**config.mk**
```make
export PLATFORM = sky130hd
export DESIGN_NAME = external_io_mc
export DESIGN_NICKNAME = d
export VERILOG_FILES = /design/src/rtl/external_io_pkg.sv /design/src/rtl/external_io_mc_spi_rx_frame.sv /design/src/rtl/external_io_mc.sv
export SDC_FILE = /design/constraint.sdc
export NUM_CORES = 1
export LEC_CHECK = 0
export ABC_AREA = 1
export CAP_MARGIN = 20
export CORE_AREA = 2 2 124 126
export CTS_CLUSTER_DIAMETER = 150
export DETAILED_ROUTE_END_ITERATION = 12
export DIE_AREA = 0 0 126 128
export MAX_ROUTING_LAYER = met4
export PLACE_DENSITY = 0.69
export RECOVER_POWER = 25
export SLEW_MARGIN = 20
export SYNTH_ARGS = -nofsm -noshare
export SYNTH_HDL_FRONTEND = slang
export SYNTH_SLANG_ARGS = --single-unit
```
**constraint.sdc**
```tcl
create_clock -name clk -period 5.2 [get_ports clk]
set_input_delay 1.04 -clock clk [delete_from_list [all_inputs] [get_ports clk]]
set_output_delay 1.04 -clock clk [all_outputs]
set_load 0.03 [all_outputs]
```
**src/rtl/external_io_pkg.sv**
```systemverilog
// external_io_pkg: SPI1 controller state encoding, SPI mode constants and a
// small sizing helper shared by external_io_mc and its sub-module.
package external_io_pkg;

  typedef enum logic [1:0] {
    SPI1_IDLE   = 2'd0,
    SPI1_CONFIG = 2'd1,
    SPI1_RESULT = 2'd2
  } spi1_state_e;

  localparam int SPI_MODE_0 = 0;
  localparam int SPI_MODE_3 = 3;

  function automatic int max_int(input int a, input int b);
    return (a > b) ? a : b;
  endfunction

endpackage

```
**src/rtl/external_io_mc_spi_rx_frame.sv**
```systemverilog
// spi_rx_frame: one SPI receive port. Synchronises sck/sdi/cs_n into clk,
// detects edges, tracks the frame, counts bits (saturating at SAT) and shifts
// sdi in MSB first on sck rising edges.
module spi_rx_frame #(
  parameter int WIDTH    = 8,
  parameter int SAT      = WIDTH + 1,
  parameter bit SCK_IDLE = 1'b0,
  parameter int CNT_W    = $clog2(SAT + 1)
) (
  input  logic             clk,
  input  logic             reset,
  input  logic             sck,
  input  logic             sdi,
  input  logic             cs_n,
  output logic             frame_start,
  output logic             frame_end,
  output logic             sck_rise,
  output logic             sck_fall,
  output logic [WIDTH-1:0] data,
  output logic [CNT_W-1:0] count
);

  logic [1:0] sck_sync, sdi_sync, cs_sync;
  logic       sck_d, cs_d;
  logic       in_frame, seen_rise, active;

  // Two-flop synchronisers plus a delayed copy for edge detection. cs_n
  // resets low so a frame already open at reset release shows no falling edge.
  always_ff @(posedge clk or posedge reset) begin
    if (reset) begin
      sck_sync <= {2{SCK_IDLE}};
      sck_d    <= SCK_IDLE;
      sdi_sync <= '0;
      cs_sync  <= '0;
      cs_d     <= 1'b0;
    end else begin
      sck_sync <= {sck_sync[0], sck};
      sck_d    <= sck_sync[1];
      sdi_sync <= {sdi_sync[0], sdi};
      cs_sync  <= {cs_sync[0], cs_n};
      cs_d     <= cs_sync[1];
    end
  end

  assign frame_start = cs_d & ~cs_sync[1];
  assign frame_end   = in_frame & cs_sync[1] & ~cs_d;
  assign active      = in_frame & ~cs_sync[1];
  assign sck_rise    = active & sck_sync[1] & ~sck_d;
  // The leading falling edge of a mode-3 frame precedes any rise and is dropped.
  assign sck_fall    = active & seen_rise & ~sck_sync[1] & sck_d;

  // Frame tracking, saturating bit counter and MSB-first shift register.
  always_ff @(posedge clk or posedge reset) begin
    if (reset) begin
      in_frame  <= 1'b0;
      seen_rise <= 1'b0;
      data      <= '0;
      count     <= '0;
    end else if (frame_start) begin
      in_frame  <= 1'b1;
      seen_rise <= 1'b0;
      data      <= '0;
      count     <= '0;
    end else begin
      if (frame_end) in_frame <= 1'b0;
      if (sck_rise) begin
        seen_rise <= 1'b1;
        data      <= {data[WIDTH-2:0], sdi_sync[1]};
        if (count != CNT_W'(SAT)) count <= count + 1'b1;
      end
    end
  end

endmodule

```
**src/rtl/external_io_mc.sv**
```systemverilog
// external_io_mc: SPI0 job loader (holds the core in reset until a valid job
// frame commits) and SPI1 device-config / result-readout port.
// Build option EXTERNAL_IO_DAISY_CHAIN_EN: sdo0 echoes the SPI0 shift register
// so devices can be chained, and any whole multiple of the job width commits.
//
// SPI1 FSM
//   state   | meaning
//   IDLE    | no SPI1 frame open, sdo1 = 0
//   CONFIG  | receiving device_config, sdo1 = 0
//   RESULT  | shifting latched {result, match_flags} out on sdo1
module external_io_mc
  import external_io_pkg::*;
#(
  parameter int JOB_CONFIG_WIDTH    = 8,
  parameter int DEVICE_CONFIG_WIDTH = 8,
  parameter int RESULT_WIDTH        = 32,
  parameter int MATCH_FLAGS_WIDTH   = 8,
  parameter int SPI_MODE            = SPI_MODE_0
) (
  input  logic                           clk,
  input  logic                           reset,
  input  logic                           sck0,
  input  logic                           sdi0,
  input  logic                           cs0_n,
  output logic                           sdo0,
  input  logic                           sck1,
  input  logic                           sdi1,
  input  logic                           cs1_n,
  output logic                           sdo1,
  output logic [JOB_CONFIG_WIDTH-1:0]    job_config,
  output logic [DEVICE_CONFIG_WIDTH-1:0] device_config,
  output logic                           core_reset_n,
  input  logic [MATCH_FLAGS_WIDTH-1:0]   shapool_match_flags,
  input  logic [RESULT_WIDTH-1:0]        shapool_result,
  input  logic                           shapool_success,
  output logic                           ready,
  output logic                           frame_error
);

  localparam int WORD_W   = RESULT_WIDTH + MATCH_FLAGS_WIDTH;
  localparam int SPI1_SAT = max_int(DEVICE_CONFIG_WIDTH, WORD_W) + 1;
  localparam int CNT0_W   = $clog2(JOB_CONFIG_WIDTH + 2);
  localparam int CNT1_W   = $clog2(SPI1_SAT + 1);
  localparam bit SCK_IDLE = (SPI_MODE == SPI_MODE_3);

  logic                           spi0_start, spi0_end, spi0_rise, spi0_fall;
  logic [JOB_CONFIG_WIDTH-1:0]    spi0_data;
  logic [CNT0_W-1:0]              spi0_count;
  logic                           spi1_start, spi1_end, spi1_rise, spi1_fall;
  logic [DEVICE_CONFIG_WIDTH-1:0] spi1_data;
  logic [CNT1_W-1:0]              spi1_count;

  logic              spi0_ok, spi0_bad, spi1_bad, job_commit, unused_sink;
  logic              success_d, success_rise, result_done;
  logic [WORD_W-1:0] result_word, tx_shreg, load_word;
  spi1_state_e       state;

  spi_rx_frame #(
    .WIDTH(JOB_CONFIG_WIDTH), .SAT(JOB_CONFIG_WIDTH + 1), .SCK_IDLE(SCK_IDLE), .CNT_W(CNT0_W)
  ) u_spi0 (
    .clk(clk), .reset(reset), .sck(sck0), .sdi(sdi0), .cs_n(cs0_n),
    .frame_start(spi0_start), .frame_end(spi0_end), .sck_rise(spi0_rise),
    .sck_fall(spi0_fall), .data(spi0_data), .count(spi0_count)
  );

  spi_rx_frame #(
    .WIDTH(DEVICE_CONFIG_WIDTH), .SAT(SPI1_SAT), .SCK_IDLE(SCK_IDLE), .CNT_W(CNT1_W)
  ) u_spi1 (
    .clk(clk), .reset(reset), .sck(sck1), .sdi(sdi1), .cs_n(cs1_n),
    .frame_start(spi1_start), .frame_end(spi1_end), .sck_rise(spi1_rise),
    .sck_fall(spi1_fall), .data(spi1_data), .count(spi1_count)
  );

`ifdef EXTERNAL_IO_DAISY_CHAIN_EN
  localparam int PH_W = $clog2(JOB_CONFIG_WIDTH);
  logic [PH_W-1:0] spi0_phase;
  logic            spi0_any;

  // Bit position within the current job word; a frame is valid on a word boundary.
  always_ff @(posedge clk or posedge reset) begin
    if (reset) begin
      spi0_phase <= '0;
      spi0_any   <= 1'b0;
    end else if (spi0_start) begin
      spi0_phase <= '0;
      spi0_any   <= 1'b0;
    end else if (spi0_rise) begin
      spi0_any   <= 1'b1;
      spi0_phase <= (spi0_phase == PH_W'(JOB_CONFIG_WIDTH - 1)) ? '0 : spi0_phase + 1'b1;
    end
  end

  // Chain output: the bit leaving the shift register, presented on sck fall.
  always_ff @(posedge clk or posedge reset) begin
    if (reset)           sdo0 <= 1'b0;
    else if (spi0_start) sdo0 <= 1'b0;
    else if (spi0_fall)  sdo0 <= spi0_data[JOB_CONFIG_WIDTH-1];
  end

  // An empty frame carries no job, so at least one bit is required.
  assign spi0_ok     = spi0_any && (spi0_phase == '0);
  assign unused_sink = ^{spi0_count, spi1_rise};
`else
  assign spi0_ok     = (spi0_count == CNT0_W'(JOB_CONFIG_WIDTH));
  assign sdo0        = 1'b0;
  assign unused_sink = ^{spi0_rise, spi0_fall, spi1_rise};
`endif

  assign spi0_bad     = spi0_end & ~spi0_ok;
  assign spi1_bad     = (state == SPI1_CONFIG) & spi1_end &
                        (spi1_count != CNT1_W'(DEVICE_CONFIG_WIDTH));
  assign success_rise = shapool_success & ~success_d;
  assign result_done  = (state == SPI1_RESULT) & spi1_end &
                        (spi1_count >= CNT1_W'(WORD_W));
  assign load_word    = ready ? result_word : {shapool_result, shapool_match_flags};
  assign sdo1         = (state == SPI1_RESULT) & tx_shreg[WORD_W-1];

  // Job commit and core hold: low from frame start, high one clk after a commit.
  always_ff @(posedge clk or posedge reset) begin
    if (reset) begin
      job_config   <= '0;
      job_commit   <= 1'b0;
      core_reset_n <= 1'b0;
    end else begin
      job_commit <= 1'b0;
      if (spi0_end && spi0_ok) begin
        job_config <= spi0_data;
        job_commit <= 1'b1;
      end
      if (spi0_start)      core_reset_n <= 1'b0;
      else if (job_commit) core_reset_n <= 1'b1;
    end
  end

  // Sticky length error from either port.
  always_ff @(posedge clk or posedge reset) begin
    if (reset)                     frame_error <= 1'b0;
    else if (spi0_bad || spi1_bad) frame_error <= 1'b1;
  end

  // Result latch: first success edge wins until the word has been read out.
  always_ff @(posedge clk or posedge reset) begin
    if (reset) begin
      success_d   <= 1'b0;
      ready       <= 1'b0;
      result_word <= '0;
    end else begin
      success_d <= shapool_success;
      if (success_rise && !ready) begin
        result_word <= {shapool_result, shapool_match_flags};
        ready       <= 1'b1;
      end else if (result_done) begin
        ready <= 1'b0;
      end
    end
  end

  // SPI1 FSM; a success edge coinciding with cs1_n fall is loaded straight in.
  always_ff @(posedge clk or posedge reset) begin
    if (reset) begin
      state         <= SPI1_IDLE;
      tx_shreg      <= '0;
      device_config <= '0;
    end else begin
      case (state)
        SPI1_IDLE: begin
          if (spi1_start) begin
            if (ready || success_rise) begin
              state    <= SPI1_RESULT;
              tx_shreg <= load_word;
            end else begin
              state <= SPI1_CONFIG;
            end
          end
        end
        SPI1_CONFIG: begin
          if (spi1_end) begin
            state <= SPI1_IDLE;
            if (spi1_count == CNT1_W'(DEVICE_CONFIG_WIDTH)) device_config <= spi1_data;
          end
        end
        SPI1_RESULT: begin
          if (spi1_fall) tx_shreg <= {tx_shreg[WORD_W-2:0], 1'b0};
          if (spi1_end)  state <= SPI1_IDLE;
        end
        default: state <= SPI1_IDLE;
      endcase
    end
  end

endmodule

```
==> results of run 1 <==
-- cell usage after synthesis --
library cell / instances
xor2_1: 3
o21ai_1: 6
o21ai_2: 2
dfrtp_1: 148
a21oi_1: 6
nand3b_1: 1
a31oi_1: 39
conb_1: 1
mux2_2: 36
inv_2: 7
ha_1: 9
clkbuf_1: 14
nor3_2: 1
nor3_4: 1
o21bai_1: 1
nor2_1: 55
inv_1: 36
mux2_1: 4
nand3_2: 2
o21a_1: 1
o21ai_0: 30
nor2_2: 2
nand3_1: 68
nand2_2: 3
nor2_4: 2
nand4_1: 3
nor3_1: 4
buf_4: 2
nand2_1: 229
buf_2: 20
buf_6: 4
nand2_4: 1
-- layer usage --
metal	GRT usage, %	part of all wire (%)	routed length [um]	up-vias
met2	29.1	49	6650	91
met5	-	0	0	-
met3	4.34	2.9	393	13
li1	-	-	-	2527
met1	23.6	47	6430	2461
met4	7.11	1.4	187	0
-- metrics by stage --
stage	instance area, um^2	power [mW]
2_1_floorplan	6720	2.11
5_1_grt	8120	3.80
3_5_place_dp	7510	2.29
4_1_cts	8120	3.58
3_3_place_gp	7480	2.27
6_report	8120	3.57
-- worst paths after layout --
path | to | slack [ns] | cells after the start | startpoint
hold reg to reg | u_spi0.sck_sync[1] | 0.35 | 0 | u_spi0.sck_sync[0]
setup reg to reg | result_word[39] | 2.54 | 4 | ready
hold / removal | u_spi0.sck_sync[1] | 0.35 | 0 | u_spi0.sck_sync[0]
setup / recovery | sdo1 | 2.14 | 5 | state[0]
min in group asynchronous | device_config[2] | 1.29 | 2 | reset
max in group asynchronous | tx_shreg[37] | 2.95 | 3 | reset
-- sequential cells by signal, summed over array words and instances, names as in the netlist, 4 cells and up --
register and flops:
u_spi0.data 8, result_word 40, device_config 8, u_spi0.count 4, job_config 8, u_spi1.data 8, u_spi1.count 6, tx_shreg 40
-- cells by family after synthesis --
kind of cell               after synthesis
AOI/OAI and AO/OA                       85
xor gates and xnor gates                 3
adders and majority gates                9
buffers and inverters                   83
DFF                                    148
muxes                                   40
other                                    1
and+or+nand+nor                        372
-- final cells by class --
cell class                 count  area, um^2  area share, %
clock inverter                 4         120           1.48
clock buffer                  25         495           6.10
inverter                      43         166           2.05
sequential                   148        3700           45.6
tap                          188         235           2.90
timing repair buffer          75         773           9.53
multi-input combinational    510        2620           32.3
-- critical path: cells and delay by family, from the launching register on --
kind	cells	cell delay, ns
and+or+nand+nor	1	0.13
DFF	1	0.38
adders and majority gates	1	0.27
buffers and inverters	3	0.83
-- power breakdown --
group	internal, mW	leakage [nW]	total [mW]	switching [mW]
clock network	0.847	0.300	1.29	0.439
logic	0.310	1.72	0.906	0.596
registers	1.30	1.97	1.38	0.0853
==> results.py, run 1 <==
metrics = {
    "floorplanning": {
        "die_area_um2": 16100,
        "die_h_um": 128,
        "start_util_pct": 45.2,
        "rows": 45,
        "ios": 70,
        "core_um2": 14900,
        "die_x_um": 126,
    },
    "setup_path": {
        "crit_path_frequent_cell": "inv_1",
        "path_class": "flop to output port",
        "cp.required_ns": 4.16,
        "cp_cell_sequence": "inv_1 -> ha_1 -> nand2_1 -> inv_1 -> clkdlybuf4s50_1",
        "cp.arrival_ns": 2.02,
        "cpPeakStageDelay_ns": 0.65,
        "setup.worst_path.start_class": "flop",
        "cp_slowest_cell": "clkdlybuf4s50_1",
        "critPathMaxFanout": 3,
        "critPathCaptureType": "output port",
    },
    "run": {
        "cap_violations": 1,
    },
    "timing": {
        "final-hold-violation-count": 0,
        "slew_headroom_pct": 0.845,
        "fin_skew_ns": 0.00682,
        "period_share_pct": 58.8,
        "fmax_mhz": 327,
        "period_minus_slack_ns": 3.06,
        "finalSetupViolCount": 0,
        "timing.hold.ws_ns": 0.345,
        "finalMaxSlewViolations": 0,
        "fin_tns_setup_ns": 0,
        "worst_pin_slew_ns": 1.47,
        "rsz0062_at_grt": "false",
        "fin_ws_ns": 2.14,
    },
    "clock_tree": {
        "cts_buffers": 17,
        "ctsHoldBuffers": 0,
        "clock-sinks": 148,
        "root_buffer": "clkbuf_16",
        "cts_buffer_depth": 2,
        "postCtsSetupBuffers": 0,
        "cts_resized": 0,
        "htree_levels": 4,
        "cts_tree": "built",
        "path_clk_slew_ns": 0.05,
        "insertion_delay_ns": 0.42,
    },
    "logic_synthesis": {
        "synth_compound_area_share_pct": 7.24,
        "synth.area.mux_share_pct": 6.70,
        "netlist_area_um2": 6720,
        "yosys.area_share.adder_pct": 1.68,
        "synth_seq_cells": 148,
        "synth_xor_area_share_pct": 0.391,
        "synth_area_leader_cell": "dfrtp_1",
        "ys_warn_count": 0,
        "synth-simple-area-share_pct": 23.3,
        "seq_area_frac_synth_pct": 55.1,
        "synth.top_cell.area_share_pct": 55.1,
        "syn_inst": 741,
        "syn_nets": 799,
        "synth_area_leaders": "dfrtp_1 55%, nand2_1 13%, mux2_2 6.0%, nand3_1 5.1%, a31oi_1 3.6%",
        "ys_types": 32,
        "synth_top_family_by_area": "simple AND/OR/NAND/NOR gates",
        "synth_area_per_cell_um2": 9.07,
    },
    "status": {
        "status": "finished with violations",
        "violations": "max-capacitance violations",
    },
    "route": {
        "wirelength_mm": 13.7,
        "first_pass_iters": 8,
        "drt-wirelength-per-cell_um": 13.8,
        "via_count": 5092,
        "drt-vias-per-instance": 5.13,
        "drc": 0,
        "first_iter_violations": 399,
        "drtAntennaViolNets": 0,
    },
    "placement": {
        "dpl.hpwl_mm": 8.20,
        "port_buffers": 68,
        "place_congestion": 0.751,
        "pre_cts_ws_ns": 2.17,
        "dp_cells": 963,
    },
    "power_and_ir_drop": {
        "power_density_nw_per_um2": 440,
        "leakage_nw": 3.99,
        "vdd_drop_max_mv": 0.379,
    },
    "global_routing": {
        "grt_pass1_vias": 5018,
        "grt_max_degree": 93,
        "grt_overflow_total": 0,
        "grt_pass1_wl_mm": 23.7,
        "antenna_found_initial": 0,
        "track_usage_pct": 18.6,
    },
    "cells_and_area": {
        "insertedDiodeCount": 0,
        "drive_gt1_share_pct": 10.2,
        "finalCoreUtilization_pct": 54.6,
        "layout_common_cells": "230 x nand2_1, 148 x dfrtp_1, 69 x nand3_1",
        "layout.nets": 853,
        "area_growth_pct": 20.8,
        "stdcell_count": 993,
        "nFillCells": 1329,
        "layout_commonest_cell": "nand2_1",
    },
    "worst_hold_path": {
        "hold_class": "flop to flop",
    },
}
(Power assumes the default switching activity.)
==> inputs of run 2 (changes only) <==
--- a/config.mk
+++ b/config.mk
@@ -12,7 +12,7 @@
 export DETAILED_ROUTE_END_ITERATION = 12
 export DIE_AREA = 0 0 126 128
 export MAX_ROUTING_LAYER = met4
-export PLACE_DENSITY = 0.69
+export PLACE_DENSITY = 0.66
 export RECOVER_POWER = 25
 export SLEW_MARGIN = 20
 export SYNTH_ARGS = -nofsm -noshare
==> constraint.sdc (replaced) <==
create_clock -name clk -period 2.85 [get_ports clk]
set_input_delay 0.57 -clock clk [delete_from_list [all_inputs] [get_ports clk]]
set_output_delay 0.57 -clock clk [all_outputs]
set_load 0.03 [all_outputs]
==> run 2 against run 1 <==
  * The run now ends clean
  * Critical path depth is the same
  * Via count grew 2.5%
  * Global-route usage grew 0.54 points
  * Design area grew 0.32%
  * Register-to-register slack lost 1.7 ns
  * Clock-buffer cell count shrank 3
  * Largest cell class unchanged
  * Hold slack gained 0.0022 ns
  * Sequential share of layout area shrank 0.15 points
  * Worst setup slack lost 1.9 ns
==> results.py, run 2 (synthesis gave the netlist of run 1 again) <==
metrics = {
    "power_and_ir_drop": {
        "leakage_nw": 4.00,
        "power_density_nw_per_um2": 786,
        "vdd_drop_max_mv": 0.543,
    },
    "setup_path": {
        "crit_path_frequent_cell": "inv_1",
        "path_class": "flop to output port",
        "setup.worst_path.start_class": "flop",
        "cp_slowest_cell": "clkdlybuf4s50_1",
        "cp.arrival_ns": 2.02,
        "cpPeakStageDelay_ns": 0.66,
        "critPathCaptureType": "output port",
        "cp_cell_sequence": "inv_1 -> ha_1 -> nand2_1 -> inv_1 -> clkdlybuf4s50_1",
        "cp.required_ns": 2.28,
        "critPathMaxFanout": 3,
        "cp.depth": 5,
        "worst-path-buf-inv": 3,
        "crit_family": "buffers and inverters",
        "ff2ff_path_depth": 10,
    },
    "route": {
        "wirelength_mm": 13.9,
        "drtAntennaViolNets": 0,
        "via_count": 5219,
        "drc": 0,
        "drt-vias-per-instance": 5.19,
        "first_iter_violations": 315,
        "first_pass_iters": 5,
        "drt-wirelength-per-cell_um": 13.8,
    },
    "floorplanning": {
        "die_x_um": 126,
        "die_area_um2": 16100,
        "die_h_um": 128,
        "rows": 45,
        "ios": 70,
        "start_util_pct": 45.2,
        "core_um2": 14900,
    },
    "clock_tree": {
        "ctsHoldBuffers": 0,
        "clock-sinks": 148,
        "htree_levels": 4,
        "cts_buffers": 17,
        "root_buffer": "clkbuf_16",
        "cts_resized": 0,
        "postCtsSetupBuffers": 0,
        "path_clk_slew_ns": 0.06,
        "cts_buffer_depth": 2,
        "insertion_delay_ns": 0.42,
        "cts_tree": "built",
    },
    "cells_and_area": {
        "layout.nets": 862,
        "area_growth_pct": 21.2,
        "layout_commonest_cell": "nand2_1",
        "insertedDiodeCount": 0,
        "nFillCells": 1304,
        "drive_gt1_share_pct": 12.7,
        "finalCoreUtilization_pct": 54.8,
        "top_regs": "result_word (40), tx_shreg (40)",
        "layout_common_cells": "229 x nand2_1, 148 x dfrtp_1, 68 x nand3_1",
    },
    "worst_hold_path": {
        "hold_class": "flop to flop",
        "whs_path_depth": 0,
    },
    "timing": {
        "fin_tns_setup_ns": 0,
        "slew_headroom_pct": 23.0,
        "period_minus_slack_ns": 2.59,
        "final-hold-violation-count": 0,
        "finalSetupViolCount": 0,
        "worst_pin_slew_ns": 1.16,
        "finalMaxSlewViolations": 0,
        "rsz0062_at_grt": "false",
        "fin_skew_ns": 0.0104,
        "fmax_mhz": 385,
        "period_share_pct": 91.0,
    },
    "global_routing": {
        "grt_pass1_wl_mm": 24.2,
        "grt_pass1_vias": 5230,
        "grt_overflow_total": 0,
        "grt_max_degree": 50,
        "track_usage_pct": 19.1,
        "antenna_found_initial": 0,
    },
    "placement": {
        "place_congestion": 0.822,
        "dpl.hpwl_mm": 9.39,
        "port_buffers": 68,
    },
    "run": {
        "cap_violations": 0,
    },
    "status": {
        "status": "completed",
    },
}
-- run 2: worst register-to-register path: cells and delay by family, from the launching register on --
kind / cells / cell delay (ns)
buffers and inverters: 3 / 0.83
and+or+nand+nor: 6 / 0.52
DFF: 1 / 0.35
adders and majority gates: 1 / 0.27
-- run 2: final timing paths --
path                               startpoint                  to  slack (ns)
max                                  state[0]                sdo1        0.26
min in group asynchronous               reset  u_spi1.sck_sync[1]        0.67
max in group asynchronous               reset  u_spi0.sdi_sync[1]        0.68
max reg2reg                          state[0]        tx_shreg[18]        0.82
min                        u_spi0.sdi_sync[0]  u_spi0.sdi_sync[1]        0.35
min reg2reg                u_spi0.sdi_sync[0]  u_spi0.sdi_sync[1]        0.35
-- run 2: final cells by class --
type                    instances  area, um^2  area share, %
inverters                      43         163           2.00
multi-input cells             510        2660           32.6
flip-flops and latches        148        3700           45.5
well taps                     188         235           2.89
clock inverters                10         105           1.29
clock buffers                  22         474           5.82
repair buffers                 84         808           9.92
-- run 2: layer usage --
metal | vias to the layer above | wire length (um) | track usage [%]
met5 | - | 0 | -
met4 | 0 | 139 | 6.59
met3 | 15 | 692 | 5.05
met2 | 153 | 6590 | 30.6
met1 | 2497 | 6470 | 23.8
li1 | 2554 | - | -
-- run 2: where the power goes --
part           leakage [nW]  internal (mW)  total (mW)  switching (mW)
clock network         0.285           1.35        2.18           0.832
registers              1.97           2.36        2.53           0.163
logic                  1.74          0.606        1.70            1.09
total                  4.00           4.32        6.40            2.09
-- run 2: through the flow --
step	area (um^2)	power [mW]	hold WS (ns)	setup WS, ns	std cells
4_1_cts	8180	6.47	0.348	0.247	1005
2_1_floorplan	6730	3.85	0.331	0.419	741
3_3_place_gp	7600	4.20	0.337	0.740	973
3_5_place_dp	7600	4.26	0.336	0.727	973
5_1_grt	8140	6.80	0.359	0.134	1005
6_report	8140	6.40	0.348	0.256	1005
